### config.mk
export PLATFORM = sky130hd
export DESIGN_NAME = bram_arbiter
export DESIGN_NICKNAME = d
export VERILOG_FILES = /design/src/rtl/bram_arbiter_pkg.sv /design/src/rtl/bram_arbiter_slot.sv /design/src/rtl/bram_arbiter.sv
export SDC_FILE = /design/constraint.sdc
export NUM_CORES = 1
export LEC_CHECK = 0
export ABC_AREA = 1
export CAP_MARGIN = 20
export CORE_ASPECT_RATIO = 1.2
export CORE_UTILIZATION = 47
export DETAILED_ROUTE_END_ITERATION = 6
export HOLD_SLACK_MARGIN = 0.12
export PLACE_DENSITY_LB_ADDON = 0.3
export SYNTH_ARGS = -nofsm -noshare
export SYNTH_HDL_FRONTEND = slang
export SYNTH_SLANG_ARGS = --single-unit
### constraint.sdc
create_clock -name clk -period 1.9 [get_ports clk]
set_input_delay 0.57 -clock clk [delete_from_list [all_inputs] [get_ports clk]]
set_output_delay 0.57 -clock clk [all_outputs]
set_load 0.02 [all_outputs]
### src/rtl/bram_arbiter_pkg.sv
// Shared types for the two-port block-RAM arbiter: FSM state, the pending-request
// slot layout and the arbitration decision.
package bram_arbiter_pkg;

    typedef enum logic {
        ARB_IDLE = 1'b0,
        ARB_WAIT = 1'b1
    } arb_state_t;

    typedef struct packed {
        logic        valid;
        logic [31:0] addr;
        logic [31:0] wdata;
        logic [3:0]  wstrb;
    } req_slot_t;

    // Returns 1 when the data port takes the shared port this cycle.
    function automatic logic arb_pick_dmem(input logic rr_en, input logic last_imem,
                                           input logic imem_cand, input logic dmem_cand);
        return dmem_cand && (!imem_cand || !rr_en || last_imem);
    endfunction

endpackage

### src/rtl/bram_arbiter_slot.sv
// One pending-request holding register: a load captures the request, a grant clears it.
module bram_arbiter_slot
    import bram_arbiter_pkg::*;
(
    input  logic        clk,
    input  logic        rst,
    input  logic        load,
    input  logic        clear,
    input  logic [31:0] addr_in,
    input  logic [31:0] wdata_in,
    input  logic [3:0]  wstrb_in,
    output logic        slot_valid,
    output logic [31:0] slot_addr,
    output logic [31:0] slot_wdata,
    output logic [3:0]  slot_wstrb
);

    req_slot_t slot_d, slot_q;

    // Clear wins: a live request granted on the edge it arrives never parks here.
    always_comb begin
        slot_d = slot_q;
        if (clear) begin
            slot_d.valid = 1'b0;
        end else if (load) begin
            slot_d = '{valid: 1'b1, addr: addr_in, wdata: wdata_in, wstrb: wstrb_in};
        end
    end

    always_ff @(posedge clk or negedge rst) begin
        if (!rst) begin
            slot_q <= '0;
        end else begin
            slot_q <= slot_d;
        end
    end

    assign slot_valid = slot_q.valid;
    assign slot_addr  = slot_q.addr;
    assign slot_wdata = slot_q.wdata;
    assign slot_wstrb = slot_q.wstrb;

    overwrite_pending_a: assert property (@(posedge clk) disable iff (!rst)
        !(load && slot_q.valid && !clear));

endmodule

### src/rtl/bram_arbiter.sv
// Two-to-one arbiter between instruction fetch and data port onto one block-RAM port.
// Valid/ready: requesters pulse valid once and wait for the one-cycle ready pulse.
module bram_arbiter
    import bram_arbiter_pkg::*;
#(
    parameter bit rr_enable = 1'b1
) (
    input  logic        clk,
    input  logic        rst,
    input  logic        imem_valid,
    input  logic [31:0] imem_addr,
    output logic [31:0] imem_rdata,
    output logic        imem_ready,
    input  logic        dmem_valid,
    input  logic [31:0] dmem_addr,
    input  logic [31:0] dmem_wdata,
    input  logic [3:0]  dmem_wstrb,
    output logic [31:0] dmem_rdata,
    output logic        dmem_ready,
    output logic        bram_valid,
    output logic        bram_instr,
    output logic [31:0] bram_addr,
    output logic [31:0] bram_wdata,
    output logic [3:0]  bram_wstrb,
    input  logic [31:0] bram_rdata,
    input  logic        bram_ready,
    output logic        dbg_state
);

    arb_state_t  state_d, state_q;
    logic        last_imem_d, last_imem_q;
    logic        bram_valid_d, bram_valid_q;
    logic        bram_instr_d, bram_instr_q;
    logic [31:0] bram_addr_d, bram_addr_q;
    logic [31:0] bram_wdata_d, bram_wdata_q;
    logic [3:0]  bram_wstrb_d, bram_wstrb_q;

    logic        im_pend, dm_pend;
    logic [31:0] im_addr, dm_addr, im_wdata, dm_wdata;
    logic [3:0]  im_wstrb, dm_wstrb;
    logic        imem_cand, dmem_cand, pick_dmem, grant_ok, issue;
    logic        unused_imem_store;

    bram_arbiter_slot u_imem_slot (
        .clk(clk), .rst(rst), .load(imem_valid), .clear(issue && !pick_dmem),
        .addr_in(imem_addr), .wdata_in(32'h0), .wstrb_in(4'h0),
        .slot_valid(im_pend), .slot_addr(im_addr), .slot_wdata(im_wdata), .slot_wstrb(im_wstrb)
    );

    bram_arbiter_slot u_dmem_slot (
        .clk(clk), .rst(rst), .load(dmem_valid), .clear(issue && pick_dmem),
        .addr_in(dmem_addr), .wdata_in(dmem_wdata), .wstrb_in(dmem_wstrb),
        .slot_valid(dm_pend), .slot_addr(dm_addr), .slot_wdata(dm_wdata), .slot_wstrb(dm_wstrb)
    );

    // Fetch never stores, whatever its slot happens to hold.
    assign unused_imem_store = ^{im_wdata, im_wstrb};

    assign imem_cand = imem_valid || im_pend;
    assign dmem_cand = dmem_valid || dm_pend;
    assign pick_dmem = arb_pick_dmem(rr_enable, last_imem_q, imem_cand, dmem_cand);
    assign grant_ok  = (state_q == ARB_IDLE) || bram_ready;
    assign issue     = grant_ok && (imem_cand || dmem_cand);

    always_ff @(posedge clk or negedge rst) begin
        if (!rst) begin
            state_q <= ARB_IDLE;
        end else begin
            state_q <= state_d;
        end
    end

    always_comb begin
        state_d = state_q;
        case (state_q)
            ARB_IDLE: if (issue) state_d = ARB_WAIT;
            ARB_WAIT: if (bram_ready) state_d = issue ? ARB_WAIT : ARB_IDLE;
            default:  state_d = ARB_IDLE;
        endcase
    end

    always_comb begin
        imem_ready   = (state_q == ARB_WAIT) && bram_ready && bram_instr_q;
        dmem_ready   = (state_q == ARB_WAIT) && bram_ready && !bram_instr_q;
        imem_rdata   = imem_ready ? bram_rdata : 32'h0;
        dmem_rdata   = dmem_ready ? bram_rdata : 32'h0;
        bram_valid_d = issue;
        bram_instr_d = bram_instr_q;
        bram_addr_d  = bram_addr_q;
        bram_wdata_d = bram_wdata_q;
        bram_wstrb_d = bram_wstrb_q;
        last_imem_d  = last_imem_q;
        if (issue) begin
            bram_instr_d = !pick_dmem;
            last_imem_d  = !pick_dmem;
            if (pick_dmem) begin
                bram_addr_d  = dmem_valid ? dmem_addr  : dm_addr;
                bram_wdata_d = dmem_valid ? dmem_wdata : dm_wdata;
                bram_wstrb_d = dmem_valid ? dmem_wstrb : dm_wstrb;
            end else begin
                bram_addr_d  = imem_valid ? imem_addr : im_addr;
                bram_wdata_d = 32'h0;
                bram_wstrb_d = 4'h0;
            end
        end
    end

    always_ff @(posedge clk or negedge rst) begin
        if (!rst) begin
            last_imem_q  <= 1'b1;
            bram_valid_q <= 1'b0;
            bram_instr_q <= 1'b0;
            bram_addr_q  <= 32'h0;
            bram_wdata_q <= 32'h0;
            bram_wstrb_q <= 4'h0;
        end else begin
            last_imem_q  <= last_imem_d;
            bram_valid_q <= bram_valid_d;
            bram_instr_q <= bram_instr_d;
            bram_addr_q  <= bram_addr_d;
            bram_wdata_q <= bram_wdata_d;
            bram_wstrb_q <= bram_wstrb_d;
        end
    end

    assign bram_valid = bram_valid_q;
    assign bram_instr = bram_instr_q;
    assign bram_addr  = bram_addr_q;
    assign bram_wdata = bram_wdata_q;
    assign bram_wstrb = bram_wstrb_q;
    assign dbg_state  = state_q;

endmodule
## Word-level counts from Yosys, hierarchy flattened

Cells that the tools add are included.

| word-level totals | value |
|---|---|
| flip-flop bits (word level) | 174 |
| word-level logic and storage cells | 51 |

| operators by class | value |
|---|---|
| mux-type cells | 16 |
| bitwise operators | 3 |
| reductions and logical operators | 19 |

Operators by type and width:

| kind | number |
|---|---|
| 2-to-1 mux 32 bit | 7 |
| 2-to-1 mux 69 bit | 2 |
| 2-to-1 mux 4 bit | 2 |
| logical AND 1 bit | 7 |
| logical OR 1 bit | 5 |
| 2-to-1 mux 1 bit | 4 |
| AND reduction 2 bit | 2 |
| nonzero test 2 bit | 2 |
| zero test 1 bit | 3 |
| NOT 1 bit | 3 |
| one-hot mux 1 bit (2 select lines) | 1 |

## Longest topological paths before layout

Gate-level depths: netlist of the first run.

| depth | value |
|---|---|
| depth after elaboration | 8 |
| depth in mapped cells | 9 |

## Cells and area by module

Synthesis of the first run repeated with hierarchy kept, for this count alone.

| second synthesis, totals | value |
|---|---|
| cells, all modules | 1381 |
| area total of the unflattened synthesis | 10242.3 um2 |

By module, submodules not included:

| module | times used | cells an instance | area each (um2) | seq. area each (um2) |
|---|---|---|---|---|
| bram_arbiter_slot | 2 | 299 | 2740.1 | 1726.7 |
| bram_arbiter | 1 | 783 | 4762.1 | 1803.0 |

## Worst setup path before layout of the first run

OpenSTA, ideal clock, no wires.

| timing | value |
|---|---|
| kind | in2out |
| start point | in bram_ready |
| end point | out imem_rdata[10] |
| data arrival time | 1.831 ns |
| data required time | 1.330 ns |
| path slack | -0.501 ns |
| cell stages on the path | 5 |
| path through | inv_1 -> nor3_1 -> inv_1 -> clkbuf_1 -> nor2_1 |

| on the way | value |
|---|---|
| cells in the longest elaborated chain, start to end | 3 |

Ends and longest elaborated chain:

| what | line | RTL |
|---|---|---|
| start: declaration | bram_arbiter.sv:26 | `input logic bram_ready,` |
| logical AND 1 bit (2 in series) | bram_arbiter.sv:83 | `imem_ready = (state_q == ARB_WAIT) && bram_ready && bram_instr_q;` |
| via imem_ready | bram_arbiter.sv:13 | `output logic imem_ready,` |
| 2-to-1 mux 32 bit | bram_arbiter.sv:85 | `imem_rdata = imem_ready ? bram_rdata : 32'h0;` |
| end: declaration | bram_arbiter.sv:12 | `output logic [31:0] imem_rdata,` |

The timed path passes the listed nets, and every way through them passes these cells.

## Worst setup path after layout of the first run

| timing | value |
|---|---|
| start point | reg bram_instr_q, in the netlist bram_instr |
| end point | out imem_rdata[22] |

| on the way | value |
|---|---|
| cells in the longest elaborated chain, start to end | 2 |

Ends and longest elaborated chain:

| what | line | RTL |
|---|---|---|
| start: declaration | bram_arbiter.sv:33 | `logic bram_instr_d, bram_instr_q;` |
| start signal: assignment | bram_arbiter.sv:119 | `bram_instr_q <= bram_instr_d;` |
| logical AND 1 bit | bram_arbiter.sv:83 |  |
| 2-to-1 mux 32 bit | bram_arbiter.sv:85 |  |

No other way between the ends.

==> results of run 1 <==
[power by group through the flow]
stage	Sequential (mW)	Combinational, mW	Clock (mW)
after floorplan	6.08	2.67	0
after global placement	5.50	5.86	0
after detailed placement	5.53	5.99	0
after CTS	5.47	5.94	3.50
after global routing	5.61	6.62	3.67
final	5.49	6.12	3.45
[worst paths after layout]
kind                                                           to  cells past startpoint
max in group asynchronous               bram_wstrb[1]$_DFFE_PN0P_                      3
max reg2reg                 u_imem_slot.slot_addr[27]$_DFFE_PN0P_                      9
min                                           dbg_state$_DFF_PN0_                      3
min reg2reg                 u_dmem_slot.slot_wstrb[0]$_DFFE_PN0P_                      2
min in group asynchronous  u_dmem_slot.slot_wdata[23]$_DFFE_PN0P_                      2
max                                                imem_rdata[22]                      7
[layer usage]
| layer | routed length (um) | global-route usage |
|---|---|---|
| met1 | 10700 | 0.375 |
| met2 | 13700 | 0.493 |
| met3 | 2140 | 0.0675 |
| met5 | 0 | 0 |
| met4 | 990 | 0.102 |
[final cells by class]
type,count,area (sq um),share of cell area
Inverter,42,165,0.0126
Clock buffer,20,437,0.0334
Tap cell,220,275,0.0211
Timing Repair Buffer,346,3630,0.278
Sequential cell,174,4360,0.334
Multi-Input combinational cell,812,4060,0.311
Clock inverter,12,136,0.0104
[state kept, by name, indices dropped and copies added, names as in the netlist]
name	count
dbg_state	1
bram_valid	1
bram_addr	32
u_dmem_slot.slot_wdata	32
bram_wstrb	4
bram_instr	1
u_dmem_slot.slot_addr	32
u_imem_slot.slot_valid	1
u_dmem_slot.slot_wstrb	4
u_imem_slot.slot_addr	32
u_dmem_slot.slot_valid	1
bram_wdata	32
last_imem_q	1
[stage by stage]
| step | setup WS (ns) | hold slack, ns | util | std cells | cell area (sq um) |
|---|---|---|---|---|---|
| finish | -0.471 | 0.440 | 0.746 | 1626 | 13100 |
| global route | -0.507 | 0.449 | 0.746 | 1626 | 13100 |
| CTS | -0.431 | 0.431 | 0.738 | 1618 | 12900 |
| detailed placement | -0.997 | 0.458 | 0.693 | 1572 | 12100 |
| global placement | -0.966 | 0.452 | 0.693 | 1572 | 12100 |
| floorplan | -0.0475 | 0.274 | - | 1102 | 8950 |
[worst reg2reg max path: cells and delay by family, from the launching register on]
kind,cells,cell delay (ns)
and+or+nand+nor,5,0.46
buffers and inverters,3,0.49
DFF,1,0.42
AOI/OAI and AO/OA,1,0.17
[repair_timing]
item / in CTS / in global routing
endpoints found under the hold margin: 27 / 0
hold buffers: 1 / 0
endpoints found under the setup margin: 137 / 67
pin swaps: 2 / 4
cloned: 2 / 4
setup buffers: 13 / 4
resized for setup: 463 / 9
[placed cells by master (no fill, tap or decap), types with 3 or more instances in the layout]
cell / synthesis / final
nand2_1: 497 / 495
dfrtp_1: 173 / 172
nand3_1: 165 / 165
clkdlybuf4s50_1: 0 / 132
buf_6: 0 / 75
dlygate4sd2_1: 0 / 71
nor2_4: 0 / 62
buf_4: 3 / 41
o21ai_0: 37 / 37
mux2i_1: 36 / 36
inv_1: 40 / 35
clkbuf_16: 0 / 20
buf_12: 0 / 19
clkinvlp_4: 0 / 6
nor2_2: 2 / 5
inv_2: 2 / 4
nor2_1: 69 / 4
inv_4: 0 / 3
clkbuf_1: 41 / 3
inv_6: 0 / 3
[logic make-up after synthesis]
family,Yosys count
AND/OR/NAND/NOR,736
flip-flops,174
buffers and inverters,116
multiplexers,36
AO/OA/AOI/OAI,40
==> reports/metrics.cfg, run 1 <==
[run_status]
status = finished, violations left
violations = setup timing

[worst_setup_path]
worst_setup_path_start_kind = register
cp.required_ns = 1.33
rr_startpoint = dbg_state$_DFF_PN0_
crit_slowest_cell = dfrtp_2
arrival_ns = 1.80
worst-path-buf-inv = 5
path_delay_family = buffers and inverters
worst-setup-path-type = reg -> out
max_stage_delay_ns = 0.45
cp_max_fo = 7
endpoint_kind = primary output
cp_cell_sequence = inv_4, nor3_4, inv_4, buf_12, buf_12, nor2_4, buf_6
reg2reg_slack_ns = 0.30
crit_path_start = bram_instr$_DFFE_PN0P_

[clocking]
cts_sinks = 174
cts_tree = done
clock_path_buffers = 2
cts_buffers = 17
htreeDepth = 4
cts_root_buffer = clkbuf_16
clkTransAtPathRegs_ns = 0.06
clk-insertion-delay-late_ns = 0.43

[detailed_routing]
vias = 8435
detail-route-antenna-nets = 0
drtIter0Drc = 624
wire_per_inst_um = 16.9
avgViaCountPerCell = 5.19
routed_wl_um = 27500
drc_errors = 0
dr.pass1.iters = 5

[floorplanning]
die_area_sq_mm = 0.0184
rows = 53
die_w_um = 124
core_area_sq_mm = 0.0175
ioPinCount = 274
fp.dieH_um = 148
start_util = 0.479

[power]
power_density_mw_per_mm2 = 1150
power_mw = 15.1
combPwrFrac = 0.406
p_clk_frac = 0.229
pwr-share-seq = 0.364
p_switching_mw = 5.70
p_leak_nw = 6.73
p_sw_frac = 0.379
internal_power_mw = 9.35
ir_drop_uv = 817

[sta]
worst_pin_slew_ns = 0.359
clock_skew_ns = 0.0121
worst_slack_ns = -0.471
finalCriticalPeriod_ns = 2.37
rsz0062_at_grt = yes
hold_viol_final = 0
fin_setup_tns_ns = -23.98
finalMaxSlewViolations = 0
fin_crit_sh = 1.25
setup_viol = 66
slew_headroom = 0.761
fmax_ghz = 0.422

[synth]
synthAdderAreaFrac = 0
yosys-top-cells-area = dfrtp_1, nand2_1, nand3_1
synth_xor_area_frac = 0
mappedNetlistArea_sq_mm = 0.00839
yosysSeqAreaShare = 0.519
syn_inst = 1102
synth_edf_count = 0
synth-compound-area-share = 0.0257
synthSimpleGateAreaFrac = 0.355
ys_warn_count = 0
ys_async_sr_fraction = 1.00
syn_nets = 1239
yosysMostFrequentCell = nand2_1
yosysTopAreaCell = dfrtp_1
yosysUniqueCellTypes = 19
synth_mux_area_frac = 0.0430
synth_top_family_by_area = simple AND/OR/NAND/NOR gates
synth_common_cells = nand2_1, dfrtp_1, nand3_1, nor2_1, clkbuf_1
synth_top_area_share = 0.516
yosys_register_bits = 174
avgSynthCellArea_sq_um = 7.61
dominantRegCellSynth = dfrtp_1

[grt]
grt_max_degree = 67
grt_pass1_wl_um = 41100
grt_pass1_vias = 7912
antenna_found_initial = 0
grtUsageTotal = 0.296
overflow = 0

[hold_path]
min_from = dmem_valid
hold_class = in -> reg

[placement]
place_congestion = 0.843
place.port_buffers = 273
hpwl_um = 18300

[final_layout]
fill_cells = 1263
drive_gt1_frac = 0.181
n_antenna_cell = 0
area_delta_synth_final_pct = 55.7
nets = 1530

[flow_run]
cap_violations = 0

Power figures use the tool's default switching activity.
==> inputs of run 2 (changes only) <==
--- a/config.mk
+++ b/config.mk
@@ -8,10 +8,13 @@
 export ABC_AREA = 1
 export CAP_MARGIN = 20
 export CORE_ASPECT_RATIO = 1.2
-export CORE_UTILIZATION = 47
+export CORE_UTILIZATION = 60
 export DETAILED_ROUTE_END_ITERATION = 6
+export DONT_BUFFER_PORTS = 1
+export GPL_ROUTABILITY_DRIVEN = 0
 export HOLD_SLACK_MARGIN = 0.12
 export PLACE_DENSITY_LB_ADDON = 0.3
+export REMOVE_ABC_BUFFERS = 1
 export SYNTH_ARGS = -nofsm -noshare
 export SYNTH_HDL_FRONTEND = slang
 export SYNTH_SLANG_ARGS = --single-unit
==> run 2 against run 1 <==
  * The flow finishes with violations (hold timing, setup timing)
  * Register-to-register slack hardly changed
  * Sequential share of layout area up 10 points
  * First-iteration DRC count shrank 3.4%
  * Critical endpoint is now dmem_rdata[11]
  * Largest power group is now registers
  * Highest routed layer is now met5
==> reports/metrics.cfg, run 2 (same netlist as run 1, synthesis figures left out) <==
[sta]
clock_skew_ns = 0.0107  ; -0.00141 ns
setup_viol = 66  ; unchanged
finalCriticalPeriod_ns = 2.17  ; -0.203 ns
slew_headroom = 0.732  ; -0.0286
fin_setup_tns_ns = -14.94  ; +9.04 ns
hold_ws_ns = -0.164  ; -0.603 ns
worst_pin_slew_ns = 0.402  ; +0.0429 ns
worst_slack_ns = -0.268  ; +0.203 ns
hold_viol_final = 173  ; +173
fmax_ghz = 0.461  ; +9.4%
fin_crit_sh = 1.14  ; -0.107
rsz0062_at_grt = yes
finalMaxSlewViolations = 0  ; unchanged

[power]
combPwrFrac = 0.270  ; -0.136
power_density_mw_per_mm2 = 1310  ; +14%
p_switching_mw = 5.06  ; -11%
p_leak_nw = 5.42  ; -19%
internal_power_mw = 8.13  ; -13%
ir_drop_uv = 704  ; -14%
p_clk_frac = 0.254  ; +0.025
p_sw_frac = 0.384  ; +0.00487
pwr-share-seq = 0.476  ; +0.112

[final_layout]
final_cells = 1333  ; -18%
nets = 1290  ; -16%
drive_gt1_frac = 0.158  ; -0.0227
final_cell_mix = nand2_1, dfrtp_1, nand3_1
final_util = 0.749  ; +0.00296
area_delta_synth_final_pct = 19.7
fill_cells = 1018  ; -19%
final_area_sq_mm = 0.0100  ; -23%
final_common_cell = nand2_1
n_antenna_cell = 0  ; unchanged

[grt]
grt_pass1_vias = 7191  ; -9.1%
grtUsageTotal = 0.343  ; +0.0474
overflow = 0  ; unchanged
antenna_found_initial = 0  ; unchanged
grt_pass1_wl_um = 37200  ; -9.5%
grt_max_degree = 175  ; +160%

[detailed_routing]
avgViaCountPerCell = 5.60  ; +8.0%
vias = 7466  ; -11%
dr.pass1.iters = 5  ; unchanged
drc_errors = 0  ; unchanged
drtIter0Drc = 603  ; -3.4%
routed_wl_um = 24000  ; -13%
wire_per_inst_um = 18.0  ; +6.4%
detail-route-antenna-nets = 0  ; unchanged

[clocking]
cts_root_buffer = clkbuf_16
htreeDepth = 4  ; unchanged
cts_sinks = 174  ; unchanged
clk-insertion-delay-late_ns = 0.42  ; about the same
clock_path_buffers = 2  ; unchanged
cts_tree = done
cts_buffers = 17  ; unchanged
clkTransAtPathRegs_ns = 0.07  ; about the same

[placement]
placed_area_sq_mm = 0.00913  ; -25%
hpwl_um = 15600  ; -15%
dp_cells = 1295  ; -18%
place.port_buffers = 0  ; -100%

[floorplanning]
fp.dieH_um = 132  ; -11%
start_util = 0.625  ; +0.146
rows = 46  ; -13%
ioPinCount = 274  ; unchanged
core_area_sq_mm = 0.0134  ; -23%
die_area_sq_mm = 0.0145  ; -21%
die_w_um = 110  ; -11%

[worst_setup_path]
cp_max_fo = 15  ; +8
crit_slowest_cell = dfrtp_1
cp.required_ns = 1.33  ; about the same
max_stage_delay_ns = 0.42  ; -0.03 ns
worst_setup_path_start_kind = register
endpoint_kind = primary output
cp_cell_sequence = nor3_2, inv_2, buf_8, nor2_1, buf_4
worst-setup-path-type = reg -> out
arrival_ns = 1.60  ; -0.20 ns

[flow_run]
cap_violations = 0  ; unchanged

[run_status]
status = finished, violations left
violations = hold timing, setup timing

[hold_path]
hold_class = in -> async

-- run 2: per-layer routing --
layer  vias up  track usage  wire length (um)
li1       3565            -                 -
met1      3503        0.415              9070
met2       333        0.538             11700
met3        63        0.125              2210
met4         2        0.164               903
met5         -            0                85
-- run 2: power groups by stage --
stage	clock [mW]	sequential (mW)	combinational, mW
global placement	0	6.29	3.16
detailed placement	0	6.31	3.29
global route	3.55	6.42	3.96
CTS	3.39	6.27	3.40
floorplan	0	6.07	2.10
finish	3.36	6.28	3.56
-- run 2: what timing repair did --
item,CTS,global route
pin swaps,1,0
setup buffers,5,4
endpoints found under the setup margin,65,66
gates resized for setup,24,63
hold endpoints to repair,174,174
-- run 2: per-stage QoR --
stage               setup WS (ns)  power (mW)
finish                     -0.268        13.2
detailed placement        -0.0842        9.60
global placement          -0.0786        9.44
global route               -0.344        13.9
floorplan                   -2.36        8.17
CTS                        -0.225        13.1
-- run 2: layout make-up --
| class | count | area [sq um] | area share |
|---|---|---|---|
| clock buffer | 21 | 460 | 0.0459 |
| clock inverter | 10 | 104 | 0.0103 |
| inverter | 42 | 158 | 0.0157 |
| multi-input combinational | 812 | 3730 | 0.371 |
| sequential | 174 | 4360 | 0.434 |
| tap | 168 | 210 | 0.0209 |
| timing repair buffer | 106 | 1030 | 0.102 |
-- run 2: worst max-delay path, delay by kind of cell (launching register included) --
kind	cells	cell delay (ns)
flops	1	0.42
buf+inv	3	0.41
simple gates	2	0.35
-- run 2: final timing paths --
path,start,to,slack (ns),cells after the start
min in group clk,dmem_wdata[19],u_dmem_slot.slot_wdata[19]$_DFFE_PN0P_,0.29,2
worst max register to register,dbg_state$_DFF_PN0_,u_dmem_slot.slot_addr[10]$_DFFE_PN0P_,0.31,7
worst min-delay path,rst,u_dmem_slot.slot_wdata[26]$_DFFE_PN0P_,-0.16,0
worst min register to register,u_dmem_slot.slot_wdata[29]$_DFFE_PN0P_,u_dmem_slot.slot_wdata[29]$_DFFE_PN0P_,0.47,2
max in group asynchronous,rst,last_imem_q$_DFFE_PN1P_,1.77,0
worst max-delay path,bram_instr$_DFFE_PN0P_,dmem_rdata[11],-0.27,5
